==> config.mk <==
export PLATFORM = sky130hd
export DESIGN_NAME = ram_arbiter
export DESIGN_NICKNAME = d
export VERILOG_FILES = /design/src/rtl/mem_ctrl_pkg.sv /design/src/rtl/rr_arbiter_2.sv /design/src/rtl/ram_arbiter.sv
export SDC_FILE = /design/constraint.sdc
export NUM_CORES = 1
export LEC_CHECK = 0
export ABC_AREA = 1
export BUFFER_PORTS_ARGS = -buffer_cell sky130_fd_sc_hd__buf_2
export CAP_MARGIN = 20
export CORE_ASPECT_RATIO = 0.6
export CORE_MARGIN = 2
export CORE_UTILIZATION = 46
export DETAILED_ROUTE_END_ITERATION = 8
export PLACE_DENSITY = 0.91
export SLEW_MARGIN = 20
export SYNTH_ARGS = -nofsm -noshare
export SYNTH_HDL_FRONTEND = slang
export SYNTH_SLANG_ARGS = --single-unit
==> constraint.sdc <==
create_clock -name clk -period 3.6 [get_ports clk]
set_input_delay 0.36 -clock clk [delete_from_list [all_inputs] [get_ports clk]]
set_output_delay 0.36 -clock clk [all_outputs]
set_load 0.02 [all_outputs]
==> src/rtl/mem_ctrl_pkg.sv <==
// rtl/mem_ctrl_pkg.sv - shared widths and FSM state type for the RAM arbiter
package mem_ctrl_pkg;

    localparam int D_WIDTH_DEF = 19;
    localparam int A_WIDTH_DEF = 5;
    localparam int A_MAX_DEF   = 32;

    typedef enum logic {
        IDLE  = 1'b0,
        CLEAR = 1'b1
    } state_t;

endpackage

==> src/rtl/rr_arbiter_2.sv <==
// rtl/rr_arbiter_2.sv - two-requester round-robin arbiter; pointer moves only on advance
module rr_arbiter_2 (
    input  logic       clk,
    input  logic       reset,
    input  logic [1:0] req,
    input  logic       advance,
    output logic [1:0] grant
);

    // favour names the requester that wins a tie; it flips away from each accepted winner
    logic favour;

    always_comb begin
        grant = 2'b00;
        if (req[0] && (!req[1] || !favour)) begin
            grant[0] = 1'b1;
        end else if (req[1]) begin
            grant[1] = 1'b1;
        end
    end

    always_ff @(posedge clk) begin
        if (reset) begin
            favour <= 1'b0;
        end else if (advance) begin
            favour <= grant[0];
        end
    end

endmodule

==> src/rtl/ram_arbiter.sv <==
// rtl/ram_arbiter.sv - two-master arbiter for an external 1R1W RAM with zero-fill sweep
module ram_arbiter
    import mem_ctrl_pkg::*;
#(
    parameter int D_WIDTH = D_WIDTH_DEF,
    parameter int A_WIDTH = A_WIDTH_DEF,
    parameter int A_MAX   = A_MAX_DEF
) (
    input  logic               clk,
    input  logic               reset,
    input  logic               m0_rd_valid,
    output logic               m0_rd_ready,
    input  logic [A_WIDTH-1:0] m0_rd_addr,
    output logic               m0_rsp_valid,
    output logic [D_WIDTH-1:0] m0_rsp_data,
    input  logic               m0_wr_valid,
    output logic               m0_wr_ready,
    input  logic [A_WIDTH-1:0] m0_wr_addr,
    input  logic [D_WIDTH-1:0] m0_wr_data,
    input  logic               m1_rd_valid,
    output logic               m1_rd_ready,
    input  logic [A_WIDTH-1:0] m1_rd_addr,
    output logic               m1_rsp_valid,
    output logic [D_WIDTH-1:0] m1_rsp_data,
    input  logic               m1_wr_valid,
    output logic               m1_wr_ready,
    input  logic [A_WIDTH-1:0] m1_wr_addr,
    input  logic [D_WIDTH-1:0] m1_wr_data,
    input  logic               clear_start,
    output logic               clear_busy,
    output logic               clear_done,
    output logic [A_WIDTH-1:0] ram_address_write,
    output logic [D_WIDTH-1:0] ram_data_write,
    output logic               ram_write_enable,
    output logic [A_WIDTH-1:0] ram_address_read,
    input  logic [D_WIDTH-1:0] ram_data_read
);

    localparam logic [A_WIDTH-1:0] LAST_ADDR = A_WIDTH'(A_MAX - 1);

    state_t             state;
    logic [A_WIDTH-1:0] count;
    logic [1:0]         rd_grant;
    logic [1:0]         wr_grant;
    logic [1:0]         rd_fire;
    logic [1:0]         wr_fire;
    logic               accept;

    // a clear request takes priority over any pending transfer in the same cycle
    assign accept = (state == IDLE) && !clear_start && !reset;

    assign m0_rd_ready = rd_grant[0] && accept;
    assign m1_rd_ready = rd_grant[1] && accept;
    assign m0_wr_ready = wr_grant[0] && accept;
    assign m1_wr_ready = wr_grant[1] && accept;

    assign rd_fire = {m1_rd_valid && m1_rd_ready, m0_rd_valid && m0_rd_ready};
    assign wr_fire = {m1_wr_valid && m1_wr_ready, m0_wr_valid && m0_wr_ready};

    rr_arbiter_2 u_rd_arb (
        .clk     (clk),
        .reset   (reset),
        .req     ({m1_rd_valid, m0_rd_valid}),
        .advance (|rd_fire),
        .grant   (rd_grant)
    );

    rr_arbiter_2 u_wr_arb (
        .clk     (clk),
        .reset   (reset),
        .req     ({m1_wr_valid, m0_wr_valid}),
        .advance (|wr_fire),
        .grant   (wr_grant)
    );

    assign ram_address_read = rd_grant[1] ? m1_rd_addr : m0_rd_addr;

    // reset gates the sweep write so an aborted clear never touches the word under the counter
    always_comb begin
        ram_write_enable  = 1'b0;
        ram_address_write = wr_grant[1] ? m1_wr_addr : m0_wr_addr;
        ram_data_write    = wr_grant[1] ? m1_wr_data : m0_wr_data;
        if (state == CLEAR) begin
            ram_write_enable  = !reset;
            ram_address_write = count;
            ram_data_write    = '0;
        end else if (|wr_fire) begin
            ram_write_enable = 1'b1;
        end
    end

    always_ff @(posedge clk) begin
        if (reset) begin
            state        <= IDLE;
            count        <= '0;
            clear_busy   <= 1'b0;
            clear_done   <= 1'b0;
            m0_rsp_valid <= 1'b0;
            m1_rsp_valid <= 1'b0;
            m0_rsp_data  <= '0;
            m1_rsp_data  <= '0;
        end else begin
            clear_done   <= 1'b0;
            m0_rsp_valid <= rd_fire[0];
            m1_rsp_valid <= rd_fire[1];
            if (rd_fire[0]) m0_rsp_data <= ram_data_read;
            if (rd_fire[1]) m1_rsp_data <= ram_data_read;
            case (state)
                IDLE: begin
                    if (clear_start) begin
                        state      <= CLEAR;
                        count      <= '0;
                        clear_busy <= 1'b1;
                    end
                end
                CLEAR: begin
                    if (count == LAST_ADDR) begin
                        state      <= IDLE;
                        count      <= '0;
                        clear_busy <= 1'b0;
                        clear_done <= 1'b1;
                    end else begin
                        count <= count + A_WIDTH'(1);
                    end
                end
                default: state <= IDLE;
            endcase
        end
    end

endmodule

==> results of run 1 <==
-- logic make-up after synthesis --
logic type                 Yosys count  synth area share (%)
and+or+nand+nor                    235                  36.6
xor gates and xnor gates             1                 0.344
AOI/OAI and AO/OA                   44                  11.2
DFF                                 50                  39.3
adders and majority gates            2                 0.982
buffers and inverters               64                  11.6
-- per-stage QoR --
stage | cell area, um2 | hold WS (ns) | util (%)
2_1_floorplan | 2550 | 0.443 | -
3_5_place_dp | 3300 | 0.471 | 63.5
6_report | 3410 | 0.245 | 65.6
4_1_cts | 3410 | 0.244 | 65.6
3_3_place_gp | 3300 | 0.458 | 63.5
5_1_grt | 3410 | 0.254 | 65.6
-- tightest hold or removal path, cell delays in order --
cell and delay [ns]:
buf_2 0.08, nand2_1 0.05, nand2_1 0.04
-- sequential cells by signal, summed over array words and instances (netlist names) --
name,flops
clear_busy,1
u_wr_arb.favour,1
m0_rsp_valid,1
m1_rsp_valid,1
state,1
m0_rsp_data,19
count,5
u_rd_arb.favour,1
clear_done,1
m1_rsp_data,19
-- power breakdown --
group | total, uW | leakage, uW | switching [uW] | internal, uW
clock | 395 | 0.0000514 | 188 | 207
sequential | 594 | 0.000407 | 19.0 | 575
combinational | 293 | 0.00146 | 183 | 110
total | 1280 | 0.00191 | 390 | 892
-- metal layers --
layer	share of wire [%]	global-route usage, %	vias to the layer above
li1	-	-	1486
met1	44	27.1	1329
met2	48	45.1	110
met3	7.0	5.22	7
met4	0.79	6.26	0
met5	0	0	-
-- final cells by class --
class | count | area share [%]
Clock buffer | 6 | 2.13
Clock inverter | 2 | 1.10
Inverter | 43 | 4.80
Multi-Input combinational cell | 282 | 36.7
Sequential cell | 50 | 29.3
Tap cell | 66 | 2.42
Timing Repair Buffer | 160 | 23.5
-- worst min path at each step --
stage,cells past startpoint,slack [ns],start,to
floorplan,2,0.44,count[4],count[4]
global placement,2,0.46,count[4],count[4]
detailed placement,2,0.47,m0_rsp_data[0],m0_rsp_data[0]
CTS,3,0.24,ram_data_read[1],m1_rsp_data[1]
global route,3,0.25,ram_data_read[3],m1_rsp_data[3]
finish,3,0.25,ram_data_read[1],m1_rsp_data[1]
-- placed cells by master (no fill, tap or decap), types with 2 or more instances in the layout --
cell type  instances
buf_2            159
nand2_1          145
nor2_1            66
dfxtp_1           50
inv_1             41
o21ai_0           20
o21bai_1          19
nand3_1           13
clkbuf_8           5
nand2_2            4
nor2_2             2
a21oi_1            2
nor3_1             2
ha_1               2
==> flow_summary.ini, run 1 <==
[clock_tree]
cts_max_path_buffers = 2
clock_latency_ns = 0.31
cts_made_buffers = 5
cts_tree = built
cts_hold_buf = 0
cts_max_level = 2
postCtsSetupBuffers = 0
path_clk_slew_ns = 0.09
cts-root-buf = clkbuf_8
cts_resized = 0
clkSinkCount = 50

[cells_and_area]
stdcell_count = 609
drive_gt1_share_pct = 33.0
nFillCells = 473
area_growth_pct = 33.9
n_antenna_cell = 0
seqCellArea_um2 = 1000
multi_input_area_um2 = 1250
final_nets = 628

[die]
start_util_pct = 49.0
core-area_um2 = 5200
dieArea_um2 = 6170
pin_count = 160
die_height_um = 61.7
num_rows = 20
die_x_um = 100

[drt]
wire_per_inst_um = 11.9
routed_wl_um = 7230
drt-vias-per-instance = 4.81
drcViolationCount = 0
vias = 2932
first_iter_violations = 134
drt-pass1-iter-count = 4
ant_nets = 0

[worst_setup_path]
cp_slowest_cell = dfxtp_1
crit_end = m0_rd_ready
crit_path_max_incr_delay_ns = 0.62
r2r-start = state
crit_required_ns = 3.24
crit_family = simple AND/OR/NAND/NOR gates
reg2reg_to = m0_rsp_data[1]
cp-start-kind = flop
path_max_fanout = 40
cp.depth = 4
crit_chain = nor2_2 -> nand2_4 -> nor2_4 -> buf_2
crit_buf_inv = 1
startpoint = state
cp_data_arrival_time_ns = 2.27
criticalPathCategory = reg2out
reg2reg_slack_ns = 1.60
end_kind = output pin
reg2reg_depth = 4

[synth]
synth_top_area_share_pct = 39.3
synth_cell_type_count = 25
synth_nets = 482
synth_cells = 396
synth_top_flop_cell = dfxtp_1
synth_area_um2 = 2550
post-synth-top-count-cell = nand2_1
netlist_top_cells_area = dfxtp_1 39%, nand2_1 21%, nor2_1 9.7%
synthTopCellsByCount = 145 x nand2_1, 66 x nor2_1, 50 x dfxtp_1
yosysTopAreaCell = dfxtp_1
async_flop_share_pct = 0
syn_avg_cell_area_um2 = 6.44
synth_seq_cells = 50
yosys_warnings = 0
seq_area_frac_synth_pct = 39.3
synth_edf_count = 0

[status]
status = completed

[timing]
hold_violations = 0
tightest_slew_ns = 0.921
maxSlewViolCount = 0
rsz0062_at_grt = false
timing.final.ws_setup_ns = 0.967
fin_tns_setup_ns = 0
max_clock_freq_ghz = 0.380
setup_viol = 0
slew_headroom_pct = 38.5
worst_clock_skew_ns = 0.00922
fin_crit_ns = 2.63
period_share_pct = 73.1

[job]
maxCapViolCount = 0

[pwr]
peakVddDrop_mv = 0.164
leakage_uw = 0.00191
power_density_nw_per_um2 = 376
power_uw = 1280

[placement]
place_ws_ns = 1.32
gp_congestion = 0.818
dp.cells = 601
io_buffers = 159
place_hpwl_um = 5510

[grt]
track_usage_pct = 23.4
grt_start_max_net_pins = 41
grt_pass1_wl_um = 11500
grt_antenna_before_repair = 0
grt_pass1_vias = 2719
overflow = 0

[hold_path]
min_path_type = in2reg
Note: power is estimated with default switching activity, not from simulation.
==> run 2, diff against run 1 <==
--- a/config.mk
+++ b/config.mk
@@ -10,9 +10,9 @@
 export CAP_MARGIN = 20
 export CORE_ASPECT_RATIO = 0.6
 export CORE_MARGIN = 2
-export CORE_UTILIZATION = 46
+export CORE_UTILIZATION = 39
 export DETAILED_ROUTE_END_ITERATION = 8
-export PLACE_DENSITY = 0.91
+export PLACE_DENSITY = 0.83
 export SLEW_MARGIN = 20
 export SYNTH_ARGS = -nofsm -noshare
 export SYNTH_HDL_FRONTEND = slang
==> constraint.sdc (replaced) <==
create_clock -name clk -period 2.15 [get_ports clk]
set_input_delay 0.215 -clock clk [delete_from_list [all_inputs] [get_ports clk]]
set_output_delay 0.215 -clock clk [all_outputs]
set_load 0.02 [all_outputs]
==> flow_summary.ini, run 2 (same netlist as run 1, synthesis figures left out) <==
[die]
die_height_um = 66.6
core-area_um2 = 6220
start_util_pct = 41.0
pin_count = 160
num_rows = 22
die_x_um = 108
dieArea_um2 = 7220

[timing]
slew_headroom_pct = 60.6
period_share_pct = 88.6
fin_hold_ws_ns = 0.115
max_clock_freq_ghz = 0.525
rsz0062_at_grt = false
fin_tns_setup_ns = 0
worst_clock_skew_ns = 0.00828
hold_violations = 0
fin_crit_ns = 1.91
setup_viol = 0
tightest_slew_ns = 0.590
maxSlewViolCount = 0

[cells_and_area]
n_antenna_cell = 0
most-common-layout-cells = 159 x buf_2, 145 x nand2_1, 66 x nor2_1
final_nets = 633
drive_gt1_share_pct = 33.6
area_growth_pct = 35.2
largestRegisters = m0_rsp_data x19, m1_rsp_data x19, count x5
layout_commonest_cell = buf_2

[grt]
grt_pass1_vias = 2748
grt_pass1_wl_um = 12100
overflow = 0
grt_antenna_before_repair = 0
grt_start_max_net_pins = 31
track_usage_pct = 20.7

[clock_tree]
cts_tree = built
cts_max_path_buffers = 2
clkSinkCount = 50
cts_hold_buf = 0
clock_latency_ns = 0.29
path_clk_slew_ns = 0.09
cts_max_level = 2
cts-root-buf = clkbuf_8
cts_resized = 0
postCtsSetupBuffers = 0
cts_made_buffers = 5

[drt]
drt-pass1-iter-count = 4
drt-vias-per-instance = 4.58
vias = 2893
wire_per_inst_um = 11.6
drcViolationCount = 0
routed_wl_um = 7340
first_iter_violations = 138
ant_nets = 0

[worst_setup_path]
end_kind = output pin
reg2reg_to = m0_rsp_data[9]
crit_end = ram_write_enable
cp-start-kind = flop
path_max_fanout = 20
reg2reg_depth = 5
reg2reg_slack_ns = 0.69
startpoint = u_wr_arb.favour
criticalPathCategory = reg2out
crit_required_ns = 1.93
r2r-start = state
cp_data_arrival_time_ns = 1.69

[pwr]
peakVddDrop_mv = 0.277
power_density_nw_per_um2 = 586
leakage_uw = 0.00192

[hold_path]
min_path_type = in2reg

[placement]
place_hpwl_um = 5730
io_buffers = 159
gp_congestion = 0.788

[status]
status = completed

[job]
maxCapViolCount = 0
-- run 2: cell type report --
class / count / area, um2
clock buffer: 5 / 68.8
tap: 84 / 105
timing repair buffer: 165 / 841
multi-input combinational: 282 / 1250
inverter: 43 / 164
fill: 641 / 2770
sequential: 50 / 1000
clock inverter: 2 / 15.0
-- run 2: routing by layer --
layer | vias to the layer above | wire, um | GRT usage (%)
met5 | - | 0 | 0
met4 | 0 | 102 | 5.45
met3 | 10 | 417 | 3.72
met2 | 93 | 3410 | 36.9
met1 | 1297 | 3410 | 26.1
li1 | 1493 | - | -
-- run 2: report_power, final --
part | internal (uW) | leakage [uW] | total (uW) | switching [uW]
clock network | 223 | 0.0000362 | 526 | 303
logic | 189 | 0.00148 | 509 | 320
registers | 963 | 0.000407 | 986 | 22.7
total | 1380 | 0.00192 | 2020 | 646
-- run 2: metrics by stage --
| stage | setup WS [ns] | std cells | util, % | total power (uW) | area [um2] |
|---|---|---|---|---|---|
| CTS | 0.244 | 631 | 55.4 | 2040 | 3450 |
| detailed placement | 0.563 | 624 | 54.1 | 1520 | 3360 |
| global placement | 0.650 | 624 | 54.1 | 1500 | 3360 |
| finish | 0.245 | 631 | 55.4 | 2020 | 3450 |
| floorplan | 0.726 | 396 | - | 1310 | 2550 |
| global route | 0.0589 | 631 | 55.4 | 2130 | 3450 |
-- run 2: how the worst min path moves through the flow --
stage	endpoint	cells past startpoint	slack, ns	start
2_1_floorplan	m1_rsp_data[0]	2	0.32	ram_data_read[0]
3_3_place_gp	m1_rsp_data[9]	3	0.42	ram_data_read[9]
3_5_place_dp	m1_rsp_data[5]	3	0.42	ram_data_read[5]
4_1_cts	m1_rsp_data[5]	3	0.11	ram_data_read[5]
5_1_grt	m1_rsp_data[5]	3	0.11	ram_data_read[5]
6_report	m1_rsp_data[5]	3	0.12	ram_data_read[5]
-- run 2: critical path: stages (launching register included) --
cell and delay (ns):
dfxtp_1 0.41, o21ai_4 0.08, inv_1 0.44, nand2_1 0.20
nand3_1 0.11, buf_2 0.16
